File: src/rtl/seq_det_ctrl.sv
`default_nettype none
// ============================================================================
// Module      : seq_det_ctrl
// Description : Run-controlled programmable serial pattern detector with
//               match counting, optional auto-stop limit and overlap mode.
// Revision    : 1.0
// ============================================================================
module seq_det_ctrl #(
    parameter int MAXLEN = 8,
    parameter int CNTW   = 8
) (
    input  logic                        clk,
    input  logic                        rst,
    input  logic                        cfg_we,
    input  logic [MAXLEN-1:0]           cfg_pattern,
    input  logic [$clog2(MAXLEN+1)-1:0] cfg_len,
    input  logic                        cfg_overlap,
    input  logic [CNTW-1:0]             cfg_limit,
    input  logic                        start,
    input  logic                        stop,
    input  logic                        in_valid,
    input  logic                        in,
    output logic                        out,
    output logic                        busy,
    output logic                        done,
    output logic [CNTW-1:0]             match_count
);

    localparam int                LW            = $clog2(MAXLEN + 1);
    localparam logic [MAXLEN-1:0] C_DEF_PATTERN = MAXLEN'(5'b11011);
    localparam logic [LW-1:0]     C_DEF_LEN     = LW'(5);

    typedef enum logic [1:0] {
        S_IDLE = 2'd0,
        S_RUN  = 2'd1,
        S_DONE = 2'd2
    } state_t;

    state_t              r_state, w_state_n;
    logic [MAXLEN-1:0]   r_hist,  w_hist_n;
    logic [LW-1:0]       r_fill,  w_fill_n;
    logic [CNTW-1:0]     r_cnt,   w_cnt_n;
    logic                r_out,   w_out_n;
    logic [MAXLEN-1:0]   r_pat,   w_pat_n;
    logic [LW-1:0]       r_len,   w_len_n;
    logic                r_ovl,   w_ovl_n;
    logic [CNTW-1:0]     r_lim,   w_lim_n;

    logic [MAXLEN-1:0]   w_shift;
    logic [MAXLEN-1:0]   w_mask;
    logic [LW-1:0]       w_fill_inc;
    logic [CNTW-1:0]     w_cnt_inc;
    logic                w_match;
    logic                w_cfg_ok;

    assign w_shift    = {r_hist[MAXLEN-2:0], in};
    assign w_mask     = ~({MAXLEN{1'b1}} << r_len);
    assign w_fill_inc = (r_fill >= r_len) ? r_len : r_fill + LW'(1);
    assign w_cnt_inc  = (&r_cnt) ? r_cnt : r_cnt + CNTW'(1);
    // Only the newest len bits are compared; fill guards against stale history
    assign w_match    = (w_fill_inc == r_len) && (((w_shift ^ r_pat) & w_mask) == '0);
    assign w_cfg_ok   = cfg_we && (cfg_len != '0) && (cfg_len <= LW'(MAXLEN));

    always_comb begin
        w_state_n = r_state;
        w_hist_n  = r_hist;
        w_fill_n  = r_fill;
        w_cnt_n   = r_cnt;
        w_out_n   = 1'b0;
        w_pat_n   = r_pat;
        w_len_n   = r_len;
        w_ovl_n   = r_ovl;
        w_lim_n   = r_lim;
        case (r_state)
            S_RUN: begin
                if (in_valid) begin
                    w_hist_n = w_shift;
                    w_fill_n = w_fill_inc;
                    if (w_match) begin
                        w_out_n  = 1'b1;
                        w_cnt_n  = w_cnt_inc;
                        w_fill_n = r_ovl ? r_len : '0;
                    end
                end
                // Reaching the limit takes priority over a coincident stop
                if (in_valid && w_match && (r_lim != '0) && (w_cnt_inc == r_lim)) begin
                    w_state_n = S_DONE;
                end else if (stop) begin
                    w_state_n = S_IDLE;
                end
            end
            default: begin
                if (w_cfg_ok) begin
                    w_pat_n = cfg_pattern;
                    w_len_n = cfg_len;
                    w_ovl_n = cfg_overlap;
                    w_lim_n = cfg_limit;
                end
                if (start) begin
                    w_state_n = S_RUN;
                    w_hist_n  = '0;
                    w_fill_n  = '0;
                    w_cnt_n   = '0;
                end
            end
        endcase
    end

    always_ff @(posedge clk) begin
        if (rst) begin
            r_state <= S_IDLE;
            r_hist  <= '0;
            r_fill  <= '0;
            r_cnt   <= '0;
            r_out   <= 1'b0;
            r_pat   <= C_DEF_PATTERN;
            r_len   <= C_DEF_LEN;
            r_ovl   <= 1'b0;
            r_lim   <= '0;
        end else begin
            r_state <= w_state_n;
            r_hist  <= w_hist_n;
            r_fill  <= w_fill_n;
            r_cnt   <= w_cnt_n;
            r_out   <= w_out_n;
            r_pat   <= w_pat_n;
            r_len   <= w_len_n;
            r_ovl   <= w_ovl_n;
            r_lim   <= w_lim_n;
        end
    end

    assign out         = r_out;
    assign busy        = (r_state == S_RUN);
    assign done        = (r_state == S_DONE);
    assign match_count = r_cnt;

endmodule
`default_nettype wire
File: config.mk
export PLATFORM = sky130hd
export DESIGN_NAME = seq_det_ctrl
export DESIGN_NICKNAME = d
export VERILOG_FILES = /design/src/rtl/seq_det_ctrl.sv
export SDC_FILE = /design/constraint.sdc
export NUM_CORES = 1
export LEC_CHECK = 0
export CORE_ASPECT_RATIO = 1.75
export CORE_MARGIN = 2
export CORE_UTILIZATION = 58
export CTS_CLUSTER_SIZE = 14
export DETAILED_ROUTE_END_ITERATION = 16
export PLACE_DENSITY_LB_ADDON = 0.15
export SKIP_LAST_GASP = 1
export SYNTH_ARGS = -nofsm -noshare
export SYNTH_HDL_FRONTEND = slang
export SYNTH_SLANG_ARGS = --single-unit
File: constraint.sdc
create_clock -name clk -period 8.1 [get_ports clk]
set_clock_uncertainty 0.2 [all_clocks]
set_input_delay 1.62 -clock clk [delete_from_list [all_inputs] [get_ports clk]]
set_output_delay 1.62 -clock clk [all_outputs]
set_load 0.1 [all_outputs]
# After elaboration in Yosys (flattened, before gate mapping)
# Index checks and enable logic that the tools add are counted.
[op_classes]
n_addsub = 2
mul = 0
div = 0
order_cmp = 2
eq_ne = 7
shift = 1
mux = 18
bitwise_logic = 5
n_reduce_logical = 16
[ops]
columns = ["op", "count"]
rows = [
  ["two-way mux 8 bit", 5],
  ["two-way mux 4 bit", 6],
  ["two-way mux 7 bit", 2],
  ["adder 8 x 1 -> 8 bit (second input constant)", 1],
  ["bitwise AND 8 bit", 1],
  ["== test 8 bit", 1],
  ["logical NOT 8 bit", 1],
  ["two-way mux 2 bit", 4],
  ["inverter 8 bit", 1],
  ["AND reduction 8 bit", 1],
  ["nonzero test 8 bit", 1],
  ["<< shifter 8 x 4 -> 8 bit (first input constant)", 1],
  ["bitwise XOR 8 bit", 1],
  ["logical AND 1 bit", 6],
  ["AND reduction 2 bit", 3],
  ["adder 4 x 1 -> 4 bit (second input constant)", 1],
  ["== test 4 bit", 1],
  [">= comparator 4 bit", 1],
  ["less-or-equal comparator 4 bit (second input constant)", 1],
  ["nonzero test 4 bit", 1],
  ["inequality test 3 x 2 -> 1 bit (second input constant)", 1],
  ["AND reduction 3 bit", 1],
  ["OR reduction 3 bit", 1],
  ["== test 2 x 1 -> 1 bit (second input constant)", 1],
  ["6 further kinds", 7],
]
[totals]
reg_bits = 43
latch_bits = 0
ramBits = 0
mem_bits_ro = 0
input_bits = 28
out_inout_bits = 11
word_cells = 60
memories = 0

# Longest topological paths before layout
[logic_depth]
depth_word = 10
ltp_mapped = 9
mapped_depth_nobuf = 9

# Worst setup path after synthesis
# OpenSTA, ideal clock, no wires.
[synth_path]
path_type = "register to output"
start = "register r_state[1]"
end = "output done"
t_arrival_ps = 1692
t_required_ps = 6280
path_slack_ps = 4588
stages_incl_launch_ff = 2
cell_sequence = "dfxtp_1 nor2b_1"
[synth_via]
elab_chain_cells = 1
[synth_lines]
columns = ["item", "line_no", "source"]
rows = [
  ["start: declaration", "39", "state_t r_state, w_state_n;"],
  ["start signal: assignment", "121", "r_state <= w_state_n;"],
  ["== test 2 bit", "135", "assign done = (r_state == S_DONE);"],
  ["end: declaration", "25", "output logic done,"],
]
# Every way passes these cells.

# Worst setup path after layout
[layout_path]
start = "register r_state[1]"
end = "output busy"
[layout_via]
elab_chain_cells = 1
[layout_lines]
columns = ["item", "line_no", "source"]
rows = [
  ["== test 2 x 1 -> 1 bit", "134", "assign busy = (r_state == S_RUN);"],
  ["end: declaration", "24", "output logic busy,"],
]
# Every way passes these cells.

==> impl_metrics.ini <==
[run_status]
status = completed

[cts]
cts_root_buf = clkbuf_8
post_cts_resized = 0
cts_tree = done
clk_latency_ns = 0.30
cts_max_level = 2
hold_buffers = 0
clock_sinks = 43
clkTransAtPathRegs_ns = 0.08
cts_buffers = 5
cts.path.max_buffers = 2
postCtsSetupBuffers = 0

[synth]
ys_seq_area_share_pct = 34.6
ys_async_sr_fraction_pct = 0
synth-seq-cells = 43
syn_area_mm2 = 0.00249
synthFlopType = dfxtp_1
yosys-top-cells-area = dfxtp_1, mux2i_1, nor2_1
ys_warn_count = 0
synth_edf_count = 0
synth.distinct_cells = 53
synth_top_cell_area_share_pct = 34.6
avgSynthCellArea_um2 = 8.71
yosysTopAreaCell = dfxtp_1
synth_nets = 320
syn_inst = 286

[timing]
hold_slack_ns = 0.295
setup_tns_ns = 0
drv_slew = 0
rsz0062_at_grt = no
tightest_slew_ns = 0.971
min_period_over_period_pct = 48.7
max_freq_ghz = 0.253
hold_violations = 0
maxSlewHeadroom_pct = 35.1
setup_viol = 0
finalCriticalPeriod_ns = 3.95

[route]
drtAntennaViolNets = 0
vias = 2229
first_pass_iters = 5
wl_per_cell_um = 16.2
vias_per_cell = 6.06
remaining_drc_errors = 0
wirelength_um = 5980
drt_iter0_markers = 37

[grt]
grt_max_degree = 33
grt_overflow = 0
grt_pass1_wl_um = 9520
antenna_found_initial = 0
grt_use_total_pct = 26.4
grt_pass1_vias = 2092

[cells_and_area]
final_area_mm2 = 0.00296
diodes = 0
fillers = 349
final_common_cell = dfxtp_1
final_nets = 352
drive_above_1_share_pct = 7.21
final_cell_mix = dfxtp_1, nor2_1, clkdlybuf4s50_1
finalNonFillerCells = 368
syn_to_final_growth_pct = 19.0

[die]
io_pins = 39
rows = 31
die_area_mm2 = 0.00485
core-area_mm2 = 0.00415
fp.dieH_um = 90.7
initial_utilization_pct = 60.0
die_w_um = 53.5

[pwr]
clkPwrFrac_pct = 30.7
p_int_mw = 0.316
p_leak_nw = 1.13
power_mw = 0.442
powerDensity_mw_per_mm2 = 149
p_switching_mw = 0.126
vdd_drop_max_v = 0.000132
swShare_pct = 28.5
seqPwrFrac_pct = 52.1
p_comb_share_pct = 17.2

[worst_setup_path]
cp_max_fo = 4
regToRegEndpoint = r_state[1]
rr_worst_depth = 8
start_kind = register
startpoint = r_state[1]
critPathKind = reg2out
r2r-start = match_count[0]
crit_path_end = busy
arrival_ns = 2.13
rrSetupSlack_ns = 4.95
required_ns = 6.28
endpoint_kind = primary output

[placed_design]
hpwl_um = 4470
gp_congestion = 0.885
dp_cells = 360
placed_area_mm2 = 0.00288
numPortBuffers = 38

[hold_path]
hold_start = r_pat[3]
hold_path.class = reg2reg
min_delay_path_depth = 1

[job]
drv_cap = 0
[worst min-delay path by stage]
stage	endpoint	slack, ns
2_1_floorplan	r_pat[1]	0.26
3_3_place_gp	r_pat[3]	0.27
3_5_place_dp	r_pat[1]	0.28
4_1_cts	r_pat[1]	0.30
5_1_grt	r_pat[3]	0.31
6_report	r_pat[3]	0.29
[cell type report]
class	count	area, um2	area share (%)
clock buffers	6	72.6	2.45
clock inverters	2	12.5	0.422
inverters	12	45.0	1.52
multi-input cells	216	1520	51.1
flip-flops and latches	43	861	29.1
well taps	49	61.3	2.07
repair buffers	40	395	13.3
[cells in the mapped netlist (2+ instances only)]
master	n
nor2_1	39
nand2_1	16
buf_2	4
a211oi_1	3
nor3_2	3
ha_1	6
a211o_1	6
dfxtp_1	43
and2_1	2
xnor2_1	15
nand2b_1	4
nand4_1	3
xor2_1	8
and3_1	2
o211ai_1	2
mux2i_1	19
inv_1	11
nor4_1	2
clkbuf_1	10
or3b_2	2
nand3_1	9
mux2_1	2
nor3_1	10
a22o_1	9
o21ai_0	8
a21oi_1	19
o21ai_1	2
o32ai_1	2
[critical path: stages, from the launching register on]
cell and delay, ns:
dfxtp_1 0.34, nand2b_1 0.22, inv_1 0.13, clkdlybuf4s50_1 1.14
[stage by stage]
| stage | setup slack [ns] | util, % |
|---|---|---|
| floorplan | 4.59 | - |
| global placement | 4.29 | 69.3 |
| detailed placement | 4.22 | 69.3 |
| CTS | 4.13 | 71.4 |
| global route | 4.06 | 71.4 |
| finish | 4.15 | 71.4 |
[flip-flops by register name (all words and copies together), names as in the netlist]
signal       count
r_lim            8
r_pat            8
r_state          2
r_len            4
r_hist           7
out              1
r_fill           4
r_ovl            1
match_count      8
[power groups by stage]
stage	logic [mW]	clock network, mW	registers, mW
2_1_floorplan	0.0551	0	0.230
3_3_place_gp	0.0752	0	0.235
3_5_place_dp	0.0762	0	0.235
4_1_cts	0.0764	0.140	0.230
5_1_grt	0.0834	0.145	0.231
6_report	0.0759	0.136	0.230
[per-layer routing]
metal	vias up	part of all wire [%]	GRT usage, %
li1	1093	-	-
met1	1059	37	25.6
met2	56	55	49.6
met3	21	3.3	4.47
met4	0	4.2	12.8
met5	-	0	0
[logic make-up (layout without fill, tap and decap cells)]
| family | count (synthesis) | in the layout | share of synthesized area (%) |
|---|---|---|---|
| AND/OR/NAND/NOR | 101 | 101 | 21.0 |
| AO/OA/AOI/OAI | 64 | 64 | 19.8 |
| flip-flops | 43 | 43 | 34.6 |
| adder cells (fa/ha/maj) | 6 | 6 | 3.01 |
| multiplexers | 22 | 22 | 8.99 |
| XOR/XNOR | 23 | 23 | 8.09 |
| buffers and inverters | 27 | 60 | 4.57 |
Power figures use the tool's default switching activity.
